## src/rtl/fifo_pkg.sv

```systemverilog
// Constants and helpers shared by the single-clock and dual-clock FIFOs.
package fifo_pkg;

  localparam int FIFO_STD  = 0;
  localparam int FIFO_FWFT = 1;

  // Occupancy and pointers need one bit beyond the address to tell full from empty
  function automatic int level_width(input int asize);
    return asize + 1;
  endfunction

endpackage

```

## src/rtl/sync_fifo_mem.sv

```systemverilog
// DEPTH x DSIZE register array: synchronous write, asynchronous read.
module sync_fifo_mem
  import fifo_pkg::*;
#(
  parameter int DSIZE = 8,
  parameter int ASIZE = 3
) (
  input  logic             clk,
  input  logic             rst,
  input  logic             we,
  input  logic [ASIZE-1:0] waddr,
  input  logic [DSIZE-1:0] wdata,
  input  logic [ASIZE-1:0] raddr,
  output logic [DSIZE-1:0] rdata
);

  localparam int DEPTH = 1 << ASIZE;

  logic [DSIZE-1:0] mem_reg [DEPTH];
  logic [DEPTH-1:0] word_we;

  for (genvar gi = 0; gi < DEPTH; gi++) begin : g_word_we
    assign word_we[gi] = we && (waddr == ASIZE'(gi));
  end

  // Contents are wiped on reset so a fall-through output never shows stale words
  always_ff @(posedge clk or posedge rst) begin
    if (rst) begin
      for (int i = 0; i < DEPTH; i++) mem_reg[i] <= '0;
    end else begin
      for (int i = 0; i < DEPTH; i++) begin
        if (word_we[i]) mem_reg[i] <= wdata;
      end
    end
  end

  assign rdata = mem_reg[raddr];

endmodule

```

## src/rtl/sync_fifo.sv

```systemverilog
// Single-clock FIFO with standard/FWFT read mode, level thresholds,
// sticky overflow/underflow flags and a synchronous flush.
module sync_fifo
  import fifo_pkg::*;
#(
  parameter int DSIZE     = 8,
  parameter int ASIZE     = 3,
  parameter int FWFT      = FIFO_STD,
  parameter int AFULL_TH  = (1 << ASIZE) - 2,
  parameter int AEMPTY_TH = 2
) (
  input  logic             clk,
  input  logic             rst,
  input  logic             clr,
  input  logic [DSIZE-1:0] wdata,
  input  logic             winc,
  output logic             wfull,
  output logic             walmost_full,
  input  logic             rinc,
  output logic [DSIZE-1:0] rdata,
  output logic             rempty,
  output logic             ralmost_empty,
  output logic [ASIZE:0]   level,
  output logic             overflow,
  output logic             underflow
);

  localparam int LW = level_width(ASIZE);
  localparam logic [LW-1:0] DEPTH_L  = LW'(1 << ASIZE);
  localparam logic [LW-1:0] AFULL_L  = LW'(AFULL_TH);
  localparam logic [LW-1:0] AEMPTY_L = LW'(AEMPTY_TH);

  logic [LW-1:0]    wptr_reg, rptr_reg;
  logic             overflow_reg, underflow_reg;
  logic             w_acc, r_acc;
  logic [DSIZE-1:0] mem_rdata;

  // Flags come only from the registered pointers, never from winc/rinc
  assign level         = wptr_reg - rptr_reg;
  assign wfull         = (level == DEPTH_L);
  assign rempty        = (level == '0);
  assign walmost_full  = (level >= AFULL_L);
  assign ralmost_empty = (level <= AEMPTY_L);
  assign overflow      = overflow_reg;
  assign underflow     = underflow_reg;

  assign w_acc = winc && !wfull;
  assign r_acc = rinc && !rempty;

  always_ff @(posedge clk or posedge rst) begin
    if (rst) begin
      wptr_reg      <= '0;
      rptr_reg      <= '0;
      overflow_reg  <= 1'b0;
      underflow_reg <= 1'b0;
    end else if (clr) begin
      wptr_reg      <= '0;
      rptr_reg      <= '0;
      overflow_reg  <= 1'b0;
      underflow_reg <= 1'b0;
    end else begin
      if (w_acc)           wptr_reg      <= wptr_reg + 1'b1;
      if (r_acc)           rptr_reg      <= rptr_reg + 1'b1;
      if (winc && wfull)   overflow_reg  <= 1'b1;
      if (rinc && rempty)  underflow_reg <= 1'b1;
    end
  end

  sync_fifo_mem #(
    .DSIZE(DSIZE),
    .ASIZE(ASIZE)
  ) u_mem (
    .clk  (clk),
    .rst  (rst),
    .we   (w_acc && !clr),
    .waddr(wptr_reg[ASIZE-1:0]),
    .wdata(wdata),
    .raddr(rptr_reg[ASIZE-1:0]),
    .rdata(mem_rdata)
  );

  if (FWFT == FIFO_FWFT) begin : g_fwft
    assign rdata = mem_rdata;
  end else begin : g_std
    logic [DSIZE-1:0] rdata_reg;

    always_ff @(posedge clk or posedge rst) begin
      if (rst)        rdata_reg <= '0;
      else if (clr)   rdata_reg <= '0;
      else if (r_acc) rdata_reg <= mem_rdata;
    end

    assign rdata = rdata_reg;
  end

endmodule

```

## config.mk

```make
export PLATFORM = sky130hd
export DESIGN_NAME = sync_fifo
export DESIGN_NICKNAME = d
export VERILOG_FILES = /design/src/rtl/fifo_pkg.sv /design/src/rtl/sync_fifo_mem.sv /design/src/rtl/sync_fifo.sv
export SDC_FILE = /design/constraint.sdc
export NUM_CORES = 1
export LEC_CHECK = 0
export ABC_AREA = 0
export CAP_MARGIN = 5
export CORE_AREA = 2 2 106 108
export DETAILED_ROUTE_END_ITERATION = 10
export DIE_AREA = 0 0 108 110
export PLACE_DENSITY = 0.52
export SYNTH_ARGS = -nofsm -noshare
export SYNTH_HDL_FRONTEND = slang
export SYNTH_SLANG_ARGS = --single-unit
export TNS_END_PERCENT = 20
```

## constraint.sdc

```tcl
create_clock -name clk -period 4.26 [get_ports clk]
set_input_delay 0.426 -clock clk [delete_from_list [all_inputs] [get_ports clk]]
set_output_delay 0.426 -clock clk [all_outputs]
set_load 0.02 [all_outputs]
```

==> results of run 1 <==
-- per-stage QoR --
stage               hold WS (ns)  std cells  utilization, %  setup slack [ns]  area, um2
floorplan                  0.474        281               -              1.04       4100
global placement           0.482        444            42.6              1.08       4560
detailed placement         0.488        444            42.6              1.01       4560
CTS                        0.510        460            44.5             0.618       4760
global route               0.528        460            44.5             0.469       4760
finish                     0.504        460            44.5             0.645       4760
-- placed cells by master, fill, tap and decap left out, types with 9 or more instances in the layout --
cell type	netlist	final
nor2_1	17	17
clkbuf_8	0	9
mux2_2	48	48
inv_1	10	9
mux4_2	16	16
mux2_4	16	16
mux2i_1	9	9
clkdlybuf4s50_1	0	30
a211oi_1	9	9
dfrtp_1	82	82
ha_1	10	10
-- kinds of logic (layout without fill, tap and decap cells) --
| logic type | Yosys count | in the layout |
|---|---|---|
| buf+inv | 26 | 65 |
| xor+xnor | 5 | 5 |
| mux | 89 | 89 |
| simple gates | 42 | 42 |
| flops | 82 | 82 |
| fa+ha+maj | 11 | 11 |
| compound gates | 26 | 26 |
-- metal layers --
| layer | vias up | share of wire (%) | track usage (%) |
|---|---|---|---|
| met5 | - | 0 | 0 |
| met4 | 0 | 1.2 | 5.04 |
| met3 | 9 | 2.3 | 2.53 |
| met2 | 33 | 49 | 26.8 |
| met1 | 1267 | 48 | 22.6 |
| li1 | 1108 | - | - |
-- layout make-up --
cell class	count	area (um2)
repair buffers	37	353
flip-flops and latches	82	2050
inverters	12	46.3
clock inverters	7	77.6
fillers	991	5940
multi-input cells	173	1930
well taps	140	175
clock buffers	9	124
-- worst reg2reg max path: cells and delay by family (launching register included) --
kind | cells | cell delay [ns]
compound gates | 1 | 0.53
xor+xnor | 1 | 0.23
fa+ha+maj | 2 | 0.60
buf+inv | 1 | 0.10
flops | 1 | 0.43
mux | 1 | 0.35
simple gates | 2 | 0.86
-- cells in the mapped netlist, types with 2 or more instances --
| library cell | number |
|---|---|
| clkbuf_1 | 6 |
| clkinv_1 | 2 |
| or4_1 | 3 |
| nand3_1 | 2 |
| nor4_4 | 3 |
| mux2_2 | 48 |
| inv_1 | 10 |
| mux2_4 | 16 |
| xnor2_1 | 3 |
| nand2_1 | 3 |
| buf_6 | 3 |
| dfrtp_1 | 82 |
| nor2_1 | 17 |
| a211oi_1 | 9 |
| a21oi_1 | 5 |
| ha_1 | 10 |
| nor3_1 | 3 |
| a21o_1 | 2 |
| mux4_2 | 16 |
| a31oi_1 | 2 |
| o21ai_0 | 3 |
| nand4_1 | 2 |
| buf_2 | 4 |
| or3_1 | 2 |
| mux2i_1 | 9 |
| nor4b_4 | 2 |
-- power breakdown --
| group | leakage [nW] | internal (mW) | switching, mW |
|---|---|---|---|
| Sequential | 1.09 | 1.01 | 0.121 |
| Clock | 0.105 | 0.277 | 0.304 |
| Combinational | 0.926 | 0.716 | 0.668 |
| Total | 2.12 | 2.00 | 1.09 |
-- final timing paths --
| path | endpoint | cells after the start | from | slack [ns] |
|---|---|---|---|---|
| worst min register to register | overflow$_DFFE_PP0P_ | 2 | overflow$_DFFE_PP0P_ | 0.50 |
| worst max-delay path | wfull | 7 | wptr_reg[0]$_DFFE_PP0P_ | 0.65 |
| worst min-delay path | overflow$_DFFE_PP0P_ | 2 | overflow$_DFFE_PP0P_ | 0.50 |
| min in group asynchronous | rdata[7]$_DFFE_PP0P_ | 2 | rst | 0.61 |
| worst max register to register | u_mem.mem_reg[62]$_DFFE_PP0P_ | 8 | wptr_reg[0]$_DFFE_PP0P_ | 1.03 |
| max in group asynchronous | u_mem.mem_reg[49]$_DFFE_PP0P_ | 3 | rst | 2.75 |
==> results.toml, run 1 <==
[cts]
cts_hold_buf = 0
cts-root-buf = "clkbuf_8"
cts_buffer_depth = 2
cts_sinks = 82
postCtsSetupBuffers = 0
cts-resized-gates = 0
h-tree-depth = 3
insertion_delay_ns = 0.35
clkTransAtPathRegs_ns = 0.09
cts_made_buffers = 9
cts_tree = "built"

[yosys]
avgSynthCellArea_um2 = 14.6
netlist_area_um2 = 4100
yosys-top-cells-area = "dfrtp_1, mux2_2, mux4_2, mux2_4, ha_1"
synth_fp_nets = 305
ys_ff_latch = 82
synth_ff_type = "dfrtp_1"
synth_cell_types = 40
synth_compound_area_share_pct = 4.70
ys_seq_area_share_pct = 50.0
synth_top_family_by_area = "multiplexers"
async_reset_ff_share_pct = 100
yosys.area_share.simple_pct = 7.38
netlist_instances = 281
synth-xor-area-share_pct = 1.25
synth_top_area_share_pct = 50.0
yosys_warnings = 0
synth-edff-count = 0
synth.area.mux_share_pct = 30.0
synth_top_area_cell = "dfrtp_1"
synth_fa_ha_area_share_pct = 3.54

[timing]
layout_min_cycle_time_ns = 3.61
setup-violations-final = 0
tightestPinTransition_ns = 1.15
relSlewSlack_pct = 22.8
finalCritPeriodShare_pct = 84.9
slew_violations = 0
fmax_mhz = 277
tns_ns = 0
final_hold_viol_count = 0
rsz0062_at_grt = "no"
worst_clock_skew_ns = 0.00985

[placed_design]
place.gp.congestion = 0.719
detailed_place_hpwl_mm = 5.66
portBuffers = 30

[power]
peakVddDrop_mv = 0.412
p_per_area_nw_per_um2 = 651
power_leakage_nw = 2.12
total_power_mw = 3.09

[worst_setup_path]
crit_path_end_kind = "primary output"
critical_path_class = "register to primary output"
start_kind = "register"
critPathMaxFanout = 16
path_buf_inv = 2
cp_cell_sequence = "inv_1 -> ha_1 -> fa_1 -> xor2_1 -> nand3_1 -> a21oi_4 -> clkdlybuf4s50_1"
crit_slowest_cell = "clkdlybuf4s50_1"
cp_slowest_stage_delay_ns = 0.72
cp.arrival_ns = 3.19
cp_top_family = "buffers and inverters"
cp_data_required_time_ns = 3.83

[cells_and_area]
drive_above_1_share_pct = 36.6
diodes = 0
syn_to_final_growth_pct = 16.0
largest_reg_flops = 64
nNetsFinal = 339

[global_routing]
overflow = 0
grt_pass1_vias = 2504
grt_pass1_wl_mm = 14.3
grt_usage_pct = 16.4
antenna_found_initial = 0
grt_max_degree = 60

[die]
core_um2 = 10700
die_w_um = 108
dieArea_um2 = 11900
io_pins = 31
initial_core_util_pct = 38.3
dieHeight_um = 110
rows = 38

[hold_path]
min_path_type = "register to register"

[detailed_routing]
wl_per_cell_um = 18.8
vias_per_cell = 5.25
drc = 0
ant_nets = 0
drt_pass1_iterations = 4
drt-total-wl_mm = 8.63
first_iter_violations = 97
vias = 2417

[status]
status = "complete, no violations"

[job]
drv_cap = 0
No activity file was read; power rests on OpenSTA's default activity.
==> run 2: changes to the inputs <==
--- a/config.mk
+++ b/config.mk
@@ -10,7 +10,7 @@
 export CORE_AREA = 2 2 106 108
 export DETAILED_ROUTE_END_ITERATION = 10
 export DIE_AREA = 0 0 108 110
-export PLACE_DENSITY = 0.52
+export PLACE_DENSITY = 0.54
 export SYNTH_ARGS = -nofsm -noshare
 export SYNTH_HDL_FRONTEND = slang
 export SYNTH_SLANG_ARGS = --single-unit
==> constraint.sdc (replaced) <==
create_clock -name clk -period 3.2 [get_ports clk]
set_input_delay 0.32 -clock clk [delete_from_list [all_inputs] [get_ports clk]]
set_output_delay 0.32 -clock clk [all_outputs]
set_load 0.02 [all_outputs]
==> run 2 against run 1 <==
First-iteration DRC count decreased by 39%. Non-clock buffer count increased by 12. Count of clock-buffer cells in the layout increased by 4. Routed wire length decreased by 0.89%. Utilization increased by 1.0 points. Clock skew increased by 0.0014 ns. Hold slack got worse by 0.14 ns. Clock power increased by 32%. Critical endpoint is now level[3].
==> results.toml, run 2 (synthesis gave the netlist of run 1 again) <==
[status]
status = "complete, no violations"

[cells_and_area]
drive_above_1_share_pct = 38.3
syn_to_final_growth_pct = 18.7
layout_common_cells = "dfrtp_1, mux2_2, clkdlybuf4s50_1"
nNetsFinal = 351
multiInputGateArea_um2 = 1930
fill_cells = 1008
largest_reg_flops = 64
diodes = 0
postLayoutCellArea_um2 = 4870
seq_area_um2 = 2050
mostFrequentLayoutCell = "dfrtp_1"

[hold_path]
min_path_type = "primary input to async pin"

[placed_design]
place_area_um2 = 4650
portBuffers = 30
place.gp.congestion = 0.759
pre_cts_ws_ns = 0.312
detailed_place_hpwl_mm = 5.55

[timing]
tightestPinTransition_ns = 0.447
rsz0062_at_grt = "no"
fin_ws_ns = 0.125
layout_min_cycle_time_ns = 3.07
relSlewSlack_pct = 70.2
setup-violations-final = 0
fmax_mhz = 325
finalCritPeriodShare_pct = 96.1
final_hold_viol_count = 0
slew_violations = 0
worst_clock_skew_ns = 0.0113
tns_ns = 0

[worst_setup_path]
cp.arrival_ns = 2.75
start_kind = "register"
critical_path_class = "register to primary output"
crit_slowest_cell = "clkdlybuf4s50_1"
cp_cell_sequence = "ha_1 -> and3b_1 -> or3_4 -> and2_2 -> inv_1 -> clkdlybuf4s50_1"
critPathMaxFanout = 7
cp_slowest_stage_delay_ns = 0.61
cp_data_required_time_ns = 2.88
reg2reg_depth = 10
crit_path_end_kind = "primary output"

[die]
io_pins = 31
core_um2 = 10700
initial_core_util_pct = 38.3
die_w_um = 108
rows = 38
dieHeight_um = 110
dieArea_um2 = 11900

[cts]
insertion_delay_ns = 0.34
cts_buffer_depth = 2
clkTransAtPathRegs_ns = 0.08
cts_made_buffers = 9
h-tree-depth = 3
cts-root-buf = "clkbuf_8"
cts_sinks = 82
cts_tree = "built"

[power]
peakVddDrop_mv = 0.691
total_power_mw = 4.18
p_per_area_nw_per_um2 = 859
power_leakage_nw = 2.20

[detailed_routing]
ant_nets = 0
vias_per_cell = 5.16
vias = 2435
drt_pass1_iterations = 4
drt-total-wl_mm = 8.55
wl_per_cell_um = 18.1
first_iter_violations = 59
drc = 0

[global_routing]
grt_pass1_wl_mm = 13.8
grt_max_degree = 83
grt_usage_pct = 15.9
grt_pass1_vias = 2518
antenna_found_initial = 0
overflow = 0

[job]
drv_cap = 0
## run 2: changes by cell type in the layout (fill, tap and decap cells not counted)
cell             delta
buf_4              +11
clkbuf_1            +2
clkbuf_8            +2
clkinv_2            -2
clkinv_4            -2
buf_12              +1
clkdlybuf4s50_1     -1
clkinvlp_4          +1
dlymetal6s2s_1      +1
inv_8               -1
## run 2: layer usage
layer  vias to the layer above  wire length [um]  global-route usage, %
met5                         -                 0                      0
li1                       1125                 -                      -
met4                         0                88                   4.40
met1                      1275              4100                   21.5
met3                         8               232                   3.41
met2                        27              4130                   25.9
## run 2: worst paths after layout
check,from,endpoint,slack (ns)
worst max-delay path,wptr_reg[2]$_DFFE_PP0P_,level[3],0.13
worst min-delay path,rst,u_mem.mem_reg[55]$_DFFE_PP0P_,0.37
worst max register to register,wptr_reg[0]$_DFFE_PP0P_,u_mem.mem_reg[60]$_DFFE_PP0P_,0.28
worst min register to register,underflow$_DFFE_PP0P_,underflow$_DFFE_PP0P_,0.50
max in group asynchronous,rst,u_mem.mem_reg[22]$_DFFE_PP0P_,2.46
min in group clk,underflow$_DFFE_PP0P_,underflow$_DFFE_PP0P_,0.50
## run 2: timing repair
| item | 4_1_cts | 5_1_grt |
|---|---|---|
| hold buffers | 0 | 0 |
| setup endpoints to repair | 1 | 1 |
| endpoints found under the hold margin | 0 | 0 |
| gates resized for setup | 0 | 1 |
| setup buffers | 1 | 0 |
| gates cloned | 0 | 0 |
## run 2: stage by stage
stage / hold slack, ns / std cells / util (%)
finish: 0.368 / 472 / 45.5
global route: 0.389 / 472 / 45.5
CTS: 0.392 / 472 / 45.5
detailed placement: 0.490 / 455 / 43.5
global placement: 0.483 / 455 / 43.5
floorplan: 0.469 / 281 / -
## run 2: area by class of cell
| type | instances | area share [%] |
|---|---|---|
| clock buffer | 13 | 3.27 |
| clock inverter | 3 | 0.951 |
| inverter | 12 | 0.951 |
| multi-input combinational | 173 | 39.7 |
| sequential | 82 | 42.2 |
| tap | 140 | 3.60 |
| timing repair buffer | 49 | 9.41 |
## run 2: worst max-delay path: cells and delay by family (launching register included)
family / cells / cell delay [ns]
flops: 1 / 0.47
simple gates: 3 / 0.88
buf+inv: 2 / 0.71
fa+ha+maj: 1 / 0.35
## run 2: where the power goes
part           internal, mW  switching [mW]  leakage [nW]  total, mW
sequential             1.34           0.170          1.09       1.51
clock                 0.407           0.364         0.100      0.771
combinational          1.00           0.892          1.01       1.89
